$ cat src/rtl/ps2_pkg.sv
// Shared PS/2 definitions: controller FSM encoding and scan-code prefix bytes.
package ps2_pkg;

   typedef enum logic [1:0] {
      S_IDLE   = 2'd0,
      S_POP    = 2'd1,
      S_DECODE = 2'd2
   } ps2_state_t;

   localparam logic [7:0] PS2_EXT = 8'hE0;
   localparam logic [7:0] PS2_BRK = 8'hF0;

endpackage

$ cat src/rtl/ps2_key_ctrl.sv
// Pops scan-code bytes from the PS/2 keyboard FIFO and tracks the most recent
// make event, the held key, a press counter and a sticky FIFO overflow flag.
module ps2_key_ctrl
   import ps2_pkg::*;
#(
   parameter bit IGNORE_REPEAT = 1'b1
) (
   input  logic       clk,
   input  logic       clrn,
   input  logic [7:0] kb_data,
   input  logic       kb_ready,
   input  logic       kb_overflow,
   output logic       kb_nextdata_n,
   output logic [7:0] key_code,
   output logic       key_ext,
   output logic       key_down,
   output logic       key_valid,
   output logic [7:0] press_cnt,
   output logic       ovf_flag
);

   ps2_state_t state, state_nxt;
   logic [7:0] byte_q;
   logic       ext_pend;
   logic       brk_pend;
   logic       key_match;

   always_ff @(posedge clk or negedge clrn) begin
      if (!clrn) state <= S_IDLE;
      else       state <= state_nxt;
   end

   always_comb begin
      state_nxt = state;
      case (state)
         S_IDLE:   if (kb_ready) state_nxt = S_POP;
         S_POP:    state_nxt = S_DECODE;
         S_DECODE: state_nxt = S_IDLE;
         default:  state_nxt = S_IDLE;
      endcase
   end

   // Strobe decoded from state so reset deasserts it immediately.
   assign kb_nextdata_n = (state != S_POP);

   assign key_match = key_down && ({ext_pend, byte_q} == {key_ext, key_code});

   always_ff @(posedge clk or negedge clrn) begin
      if (!clrn) begin
         byte_q    <= 8'h00;
         ext_pend  <= 1'b0;
         brk_pend  <= 1'b0;
         key_code  <= 8'h00;
         key_ext   <= 1'b0;
         key_down  <= 1'b0;
         key_valid <= 1'b0;
         press_cnt <= 8'h00;
         ovf_flag  <= 1'b0;
      end else begin
         key_valid <= 1'b0;
         if (kb_overflow) ovf_flag <= 1'b1;
         if (state == S_IDLE && kb_ready) byte_q <= kb_data;
         if (state == S_DECODE) begin
            if (byte_q == PS2_EXT) begin
               ext_pend <= 1'b1;
            end else if (byte_q == PS2_BRK) begin
               brk_pend <= 1'b1;
            end else begin
               ext_pend <= 1'b0;
               brk_pend <= 1'b0;
               if (brk_pend) begin
                  // Releasing some other key leaves the held key untouched.
                  if (key_match) key_down <= 1'b0;
               end else if (!(key_match && IGNORE_REPEAT)) begin
                  key_code  <= byte_q;
                  key_ext   <= ext_pend;
                  key_down  <= 1'b1;
                  key_valid <= 1'b1;
                  press_cnt <= press_cnt + 8'd1;
               end
            end
         end
      end
   end

endmodule

$ cat config.mk
export PLATFORM = sky130hd
export DESIGN_NAME = ps2_key_ctrl
export DESIGN_NICKNAME = d
export VERILOG_FILES = /design/src/rtl/ps2_pkg.sv /design/src/rtl/ps2_key_ctrl.sv
export SDC_FILE = /design/constraint.sdc
export NUM_CORES = 1
export LEC_CHECK = 0
export CAP_MARGIN = 20
export CELL_PAD_IN_SITES_DETAIL_PLACEMENT = 0
export CELL_PAD_IN_SITES_GLOBAL_PLACEMENT = 2
export CORE_ASPECT_RATIO = 1.25
export CORE_MARGIN = 3
export CORE_UTILIZATION = 35
export DETAILED_ROUTE_END_ITERATION = 10
export PLACE_DENSITY_LB_ADDON = 0.2
export SYNTH_ARGS = -nofsm -noshare
export SYNTH_HDL_FRONTEND = slang
export SYNTH_SLANG_ARGS = --single-unit
$ cat constraint.sdc
create_clock -name clk -period 3.7 [get_ports clk]
set_input_delay 0.37 -clock clk [delete_from_list [all_inputs] [get_ports clk]]
set_output_delay 0.37 -clock clk [all_outputs]
set_load 0.01 [all_outputs]
; ---- Word level (Yosys, flattened, before mapping)
; Index checks and enable logic that the tools add are counted.
[totals]
out_inout_bits = 21
inputBits = 12
elab_cells = 45
register_bits = 32
[classes]
n_bitwise = 4
n_reduce_logical = 7
n_mux = 13
n_addsub = 1
n_eq_ne = 10
[op_table]
columns = cell, count
row1 = $eq 8x8->1 const B, 2
row2 = $mux 1, 11
row3 = $reduce_and 5->1, 2
row4 = $eq 9x9->1, 1
row5 = $add 8x1->8 const B, 1
row6 = $ne 2x2->1 const B, 3
row7 = $ne 2x1->1 const B, 2
row8 = $not 1->1, 4
row9 = $pmux 2 s2, 1
row10 = $reduce_and 2->1, 2
row11 = $eq 2x1->1 const B, 1
row12 = $eq 2x2->1 const B, 1
row13 = $logic_and 1x1->1, 2
row14 = $logic_not 2->1, 1
row15 = $mux 2, 1

; ---- Depth between registers and ports, before layout
[depth]
depth_word = 7
mapped_depth = 9
ltp_nobuf = 8

; ---- Least setup slack after synthesis
; No wires, ideal clock.
[synth_path]
kind = register -> register
start = register key_ext
end = register key_code[5]
t_required_ps = 3575
arrival_ps = 1750
setup_time_ps = 125
setup_slack_ps = 1826
path_buffers = 1
synth_period_minus_slack_ps = 1874
path_stages_with_launch = 9
path_cell_list = dfrtp_1 -> xor2_1 -> nor4_1 -> nand4_1 -> ha_1 -> inv_1 -> a211oi_4 -> buf_6 -> mux2_2
[synth_between]
elab_chain_cells = 4
[synth_lines]
columns = element, line
row1 = from (decl), ps2_key_ctrl.sv:15  ; output logic key_ext,
row2 = from (signal assigned), ps2_key_ctrl.sv:76  ; key_ext <= ext_pend;
row3 = $eq 9x9->1, ps2_key_ctrl.sv:46  ; assign key_match = key_down && ({ext_pend, byte_q} == {key_ext, key_code});
row4 = $logic_and 1x1->1, ps2_key_ctrl.sv:46
row5 = $not 1->1 (no line), --
row6 = $reduce_and 5->1 (no line), --
row7 = to (signal assigned), ps2_key_ctrl.sv:75  ; key_code <= byte_q;
row8 = to (decl), ps2_key_ctrl.sv:14  ; output logic [7:0] key_code,
; No other way between the ends.
; A chain may end at the register's enable or synchronous reset.

; ---- Final worst setup path
[layout_path]
start = register byte_q[2]
end = register key_code[0]
[layout_between]
elab_chain_cells = 4
word_cells_on_any_way = 8
cone_classes = eq/ne: 3 / bitwise: 3 / reduce/logical: 2
[layout_lines]
columns = element, line
row1 = from (decl), ps2_key_ctrl.sv:23  ; logic [7:0] byte_q;
row2 = from (signal assigned), ps2_key_ctrl.sv:62  ; if (state == S_IDLE && kb_ready) byte_q <= kb_data;
row3 = $eq 9x9->1, ps2_key_ctrl.sv:46
row4 = $logic_and 1x1->1, ps2_key_ctrl.sv:46
row5 = $not 1->1 (no line), --
row6 = $reduce_and 5->1 (no line) *, --
; Every way passes the cells marked *; elsewhere a longest branch is shown, timed or not.

==> impl_results.rst <==
.. list-table::
   :header-rows: 1

   * - Metric
     - Value
   * - Netlist area before placement
     - about 0.0014 mm^2
   * - Proportion of layout cells with a drive suffix above 1
     - 0.214
   * - Worst hold slack after final layout
     - around 0.47 ns
   * - Count of cells along the worst hold path
     - 1
   * - Sequential-to-total area share from yosys stat
     - 0.582
   * - Clock insertion delay at the later pin of the skew report
     - 0.28 ns
   * - RePlAce Congestion
     - 0.808
   * - Hold Fails Final Rpt
     - 0
   * - Syn Nets
     - ~110
   * - Data required, critical path
     - about 3.9 ns
   * - Maximum count of clock buffers along a single path
     - 2
   * - Source of the worst register-to-register timing path
     - byte_q[2]$_DFFE_PN0P_
   * - Antenna violations before repair
     - 0
   * - Total power per unit cell area
     - just over 700 mW/mm^2
   * - Final setup violation count
     - 0
   * - Number of input and output port buffers inserted
     - 32
   * - Count of max-cap constraint violations
     - 0
   * - Final routed wirelength across all metal layers
     - around 2.6 mm
   * - Cell count of the worst reg-to-reg path
     - 7
   * - Flop2flop setup slack
     - ~1.5 ns
   * - Die Span Y
     - approximately 76 um
   * - Class of the worst hold path
     - flip-flop to flip-flop
   * - Worst rel slew slack
     - 0.438
   * - Vias per cell
     - ~4.6
   * - Synth-to-layout area growth
     - 34.5%
   * - CTS clk-pin slew, worst paths
     - ~0.060 ns
   * - Horizontal die dimension
     - slightly above 60 um
   * - Drt drc
     - 0
   * - Antenna Violating Nets Remaining
     - 0
   * - Type of element launching the critical path
     - flip-flop
   * - Length of the first detailed-routing pass in iterations
     - 2
   * - Post-DR wirelength/cell
     - 13.7 um
   * - Hold EP
     - ovf_flag$_DFFE_PN0P_
   * - Slew of the pin with the lowest slew margin
     - between 0.8 and 0.9 ns
   * - CTS H-tree depth
     - 2
   * - Maximum fanout count along the critical path
     - 18
   * - CTS tree
     - built
   * - Summed negative setup slack over all endpoints
     - 0 ns
   * - Number of sinks driven by the clock tree
     - 32
   * - Largest clock skew in the final design
     - ~0.007 ns
   * - Post-Synthesis Cells
     - 100
   * - Setup repair bufs after CTS
     - 0
   * - Post-synthesis average cell area
     - 13.8 um^2
   * - Distinct cell type count of the synthesized netlist
     - 22
   * - Maximum frequency from static timing analysis
     - 462 MHz
   * - Detailed router's first-iteration violation count
     - 9
   * - Outcome
     - complete, no violations
   * - # diodes
     - 0
   * - Final worst setup slack
     - roughly 1.5 ns
   * - Number of gates given a new drive strength after cts
     - 0
   * - Post-Layout Inst Area
     - approximately 0.0019 mm^2
   * - Die footprint
     - 0.00473 mm^2
   * - Number of standard cells in the final layout excluding fillers
     - between 150 and 200
   * - Final critical-path required period
     - about 2.2 ns
   * - Post-cts hold buffer count
     - 0
   * - Fraction of the cycle the final worst path needs
     - 0.585
   * - Number of global-route vias before repair
     - a little under 1000
   * - Overall global routing resource usage
     - 0.136
   * - DP Area
     - roughly 0.0018 mm^2
   * - Dpl ws
     - 1.50 ns
   * - Site row count
     - 24
   * - Critical Path End Type
     - flip-flop
   * - Post-synthesis sequential element count
     - 32
   * - Total number of vias
     - just under 900
   * - GR Overflow Total
     - 0
   * - Max IR drop VDD
     - roughly 0.31 mV
   * - RSZ-0062 raised after global routing
     - false
   * - First-pass GRT wire length
     - ~4.7 mm
   * - Clock root buffer master
     - clkbuf_8
   * - Initial core utilization
     - 0.379
   * - Worst EP arrival
     - approximately 2.3 ns
   * - Type of the setup path with the least slack
     - flip-flop to flip-flop
   * - Largest net degree at the start of global routing
     - 33
   * - Critical register-to-register path endpoint
     - key_code[0]$_DFFE_PN0P_
   * - Post-detail-place hpwl
     - 1.94 mm
   * - Pleak
     - 0.000773 uW
   * - Number of nets in the layout
     - ~150
   * - Total CTS buffers
     - 5
   * - Area of the core region
     - between 0.003 and 0.004 mm^2
   * - Syn. warnings
     - 0
   * - Start point of the worst min-delay path
     - ovf_flag$_DFFE_PN0P_
   * - Number of top-level design ports
     - 33
   * - Pins over their slew limit
     - 0
   * - Placed cell count
     - 184
-- routing by layer --
layer,vias up,routed length [um],GRT usage,part of all wire
met4,0,45,0.0573,0.017
met2,21,1370,0.202,0.52
met3,4,132,0.0559,0.050
met1,434,1090,0.168,0.41
met5,-,0,0,0
li1,423,-,-,-
-- cell usage after synthesis, drive strengths merged --
cell type	n	area, um^2
nor2b	1	6.26
clkbuf	1	3.75
nand2b	2	12.5
nor3	1	5.00
xor2	9	78.8
inv	3	11.3
nor2	3	11.3
a21oi	2	10.0
mux2	19	214
or2	1	6.26
nand2	2	7.51
nand4	5	31.3
nor3b	1	7.51
nor4	2	12.5
nand3b	1	7.51
and4b	1	13.8
dfrtp	32	801
xnor2	7	61.3
ha	2	25.0
and3	3	18.8
a211oi	1	20.0
buf	1	11.3
-- cell type report --
type | instances | area (um^2)
well taps | 52 | 65.1
fillers | 357 | 1780
inverters | 3 | 11.3
flip-flops and latches | 32 | 801
repair buffers | 34 | 335
multi-input cells | 63 | 549
clock buffers | 8 | 90.1
-- worst max-delay path, stage by stage (launching register included) --
cell,delay [ns]
dfrtp_1,0.42
xor2_1,0.18
nor4_1,0.08
nand4_1,0.09
ha_1,0.14
inv_1,0.06
a211oi_4,0.66
mux2_2,0.41
-- through the flow --
stage / util / power, uW
floorplan: - / 829
global placement: 0.485 / 1070
detailed placement: 0.485 / 1080
CTS: 0.510 / 1360
global route: 0.510 / 1430
finish: 0.510 / 1330
-- worst max-delay path by stage --
| stage | from | cells past startpoint | end | slack [ns] |
|---|---|---|---|---|
| after global routing | byte_q[6]$_DFFE_PN0P_ | 8 | press_cnt[6]$_DFFE_PN0P_ | 1.26 |
| after CTS | byte_q[2]$_DFFE_PN0P_ | 7 | press_cnt[1]$_DFFE_PN0P_ | 1.49 |
| final | byte_q[2]$_DFFE_PN0P_ | 7 | key_code[0]$_DFFE_PN0P_ | 1.54 |
| after floorplan | key_ext$_DFFE_PN0P_ | 8 | key_code[5]$_DFFE_PN0P_ | 1.83 |
| after detailed placement | byte_q[1]$_DFFE_PN0P_ | 7 | press_cnt[1]$_DFFE_PN0P_ | 1.50 |
| after global placement | byte_q[2]$_DFFE_PN0P_ | 7 | key_code[0]$_DFFE_PN0P_ | 1.52 |
-- where the power goes --
part / leakage (uW) / switching [uW] / internal (uW)
sequential: 0.000389 / 118 / 468
combinational: 0.000338 / 182 / 293
clock: 0.0000455 / 119 / 151
total: 0.000773 / 419 / 913
-- logic make-up (layout without fill, tap and decap cells) --
logic type | after synthesis | count (layout) | synth area share
DFF | 32 | 32 | 0.582
and+or+nand+nor | 23 | 23 | 0.102
muxes | 19 | 19 | 0.155
xor gates and xnor gates | 16 | 16 | 0.102
buffers and inverters | 5 | 45 | 0.0191
AOI/OAI and AO/OA | 3 | 3 | 0.0218
adders and majority gates | 2 | 2 | 0.0182
-- flip-flops by register name, indices dropped and copies added, names as in the netlist --
name / count
ext_pend: 1
key_down: 1
key_code: 8
brk_pend: 1
byte_q: 8
ovf_flag: 1
state: 2
key_valid: 1
press_cnt: 8
key_ext: 1
-- cell usage in the layout (no fill, tap or decap), drive strengths merged --
cell and count:
dfrtp 32, clkdlybuf4s50 32, mux2 19, xor2 9, clkbuf 8, xnor2 7
nand4 5, inv 3, nor2 3, and3 3, nand2b 2, a21oi 2
nand2 2, nor4 2, ha 2, buf 2, nor2b 1, and4b 1
nor3 1, a211oi 1, or2 1, nor3b 1, nand3b 1
Power figures use the tool's default switching activity.
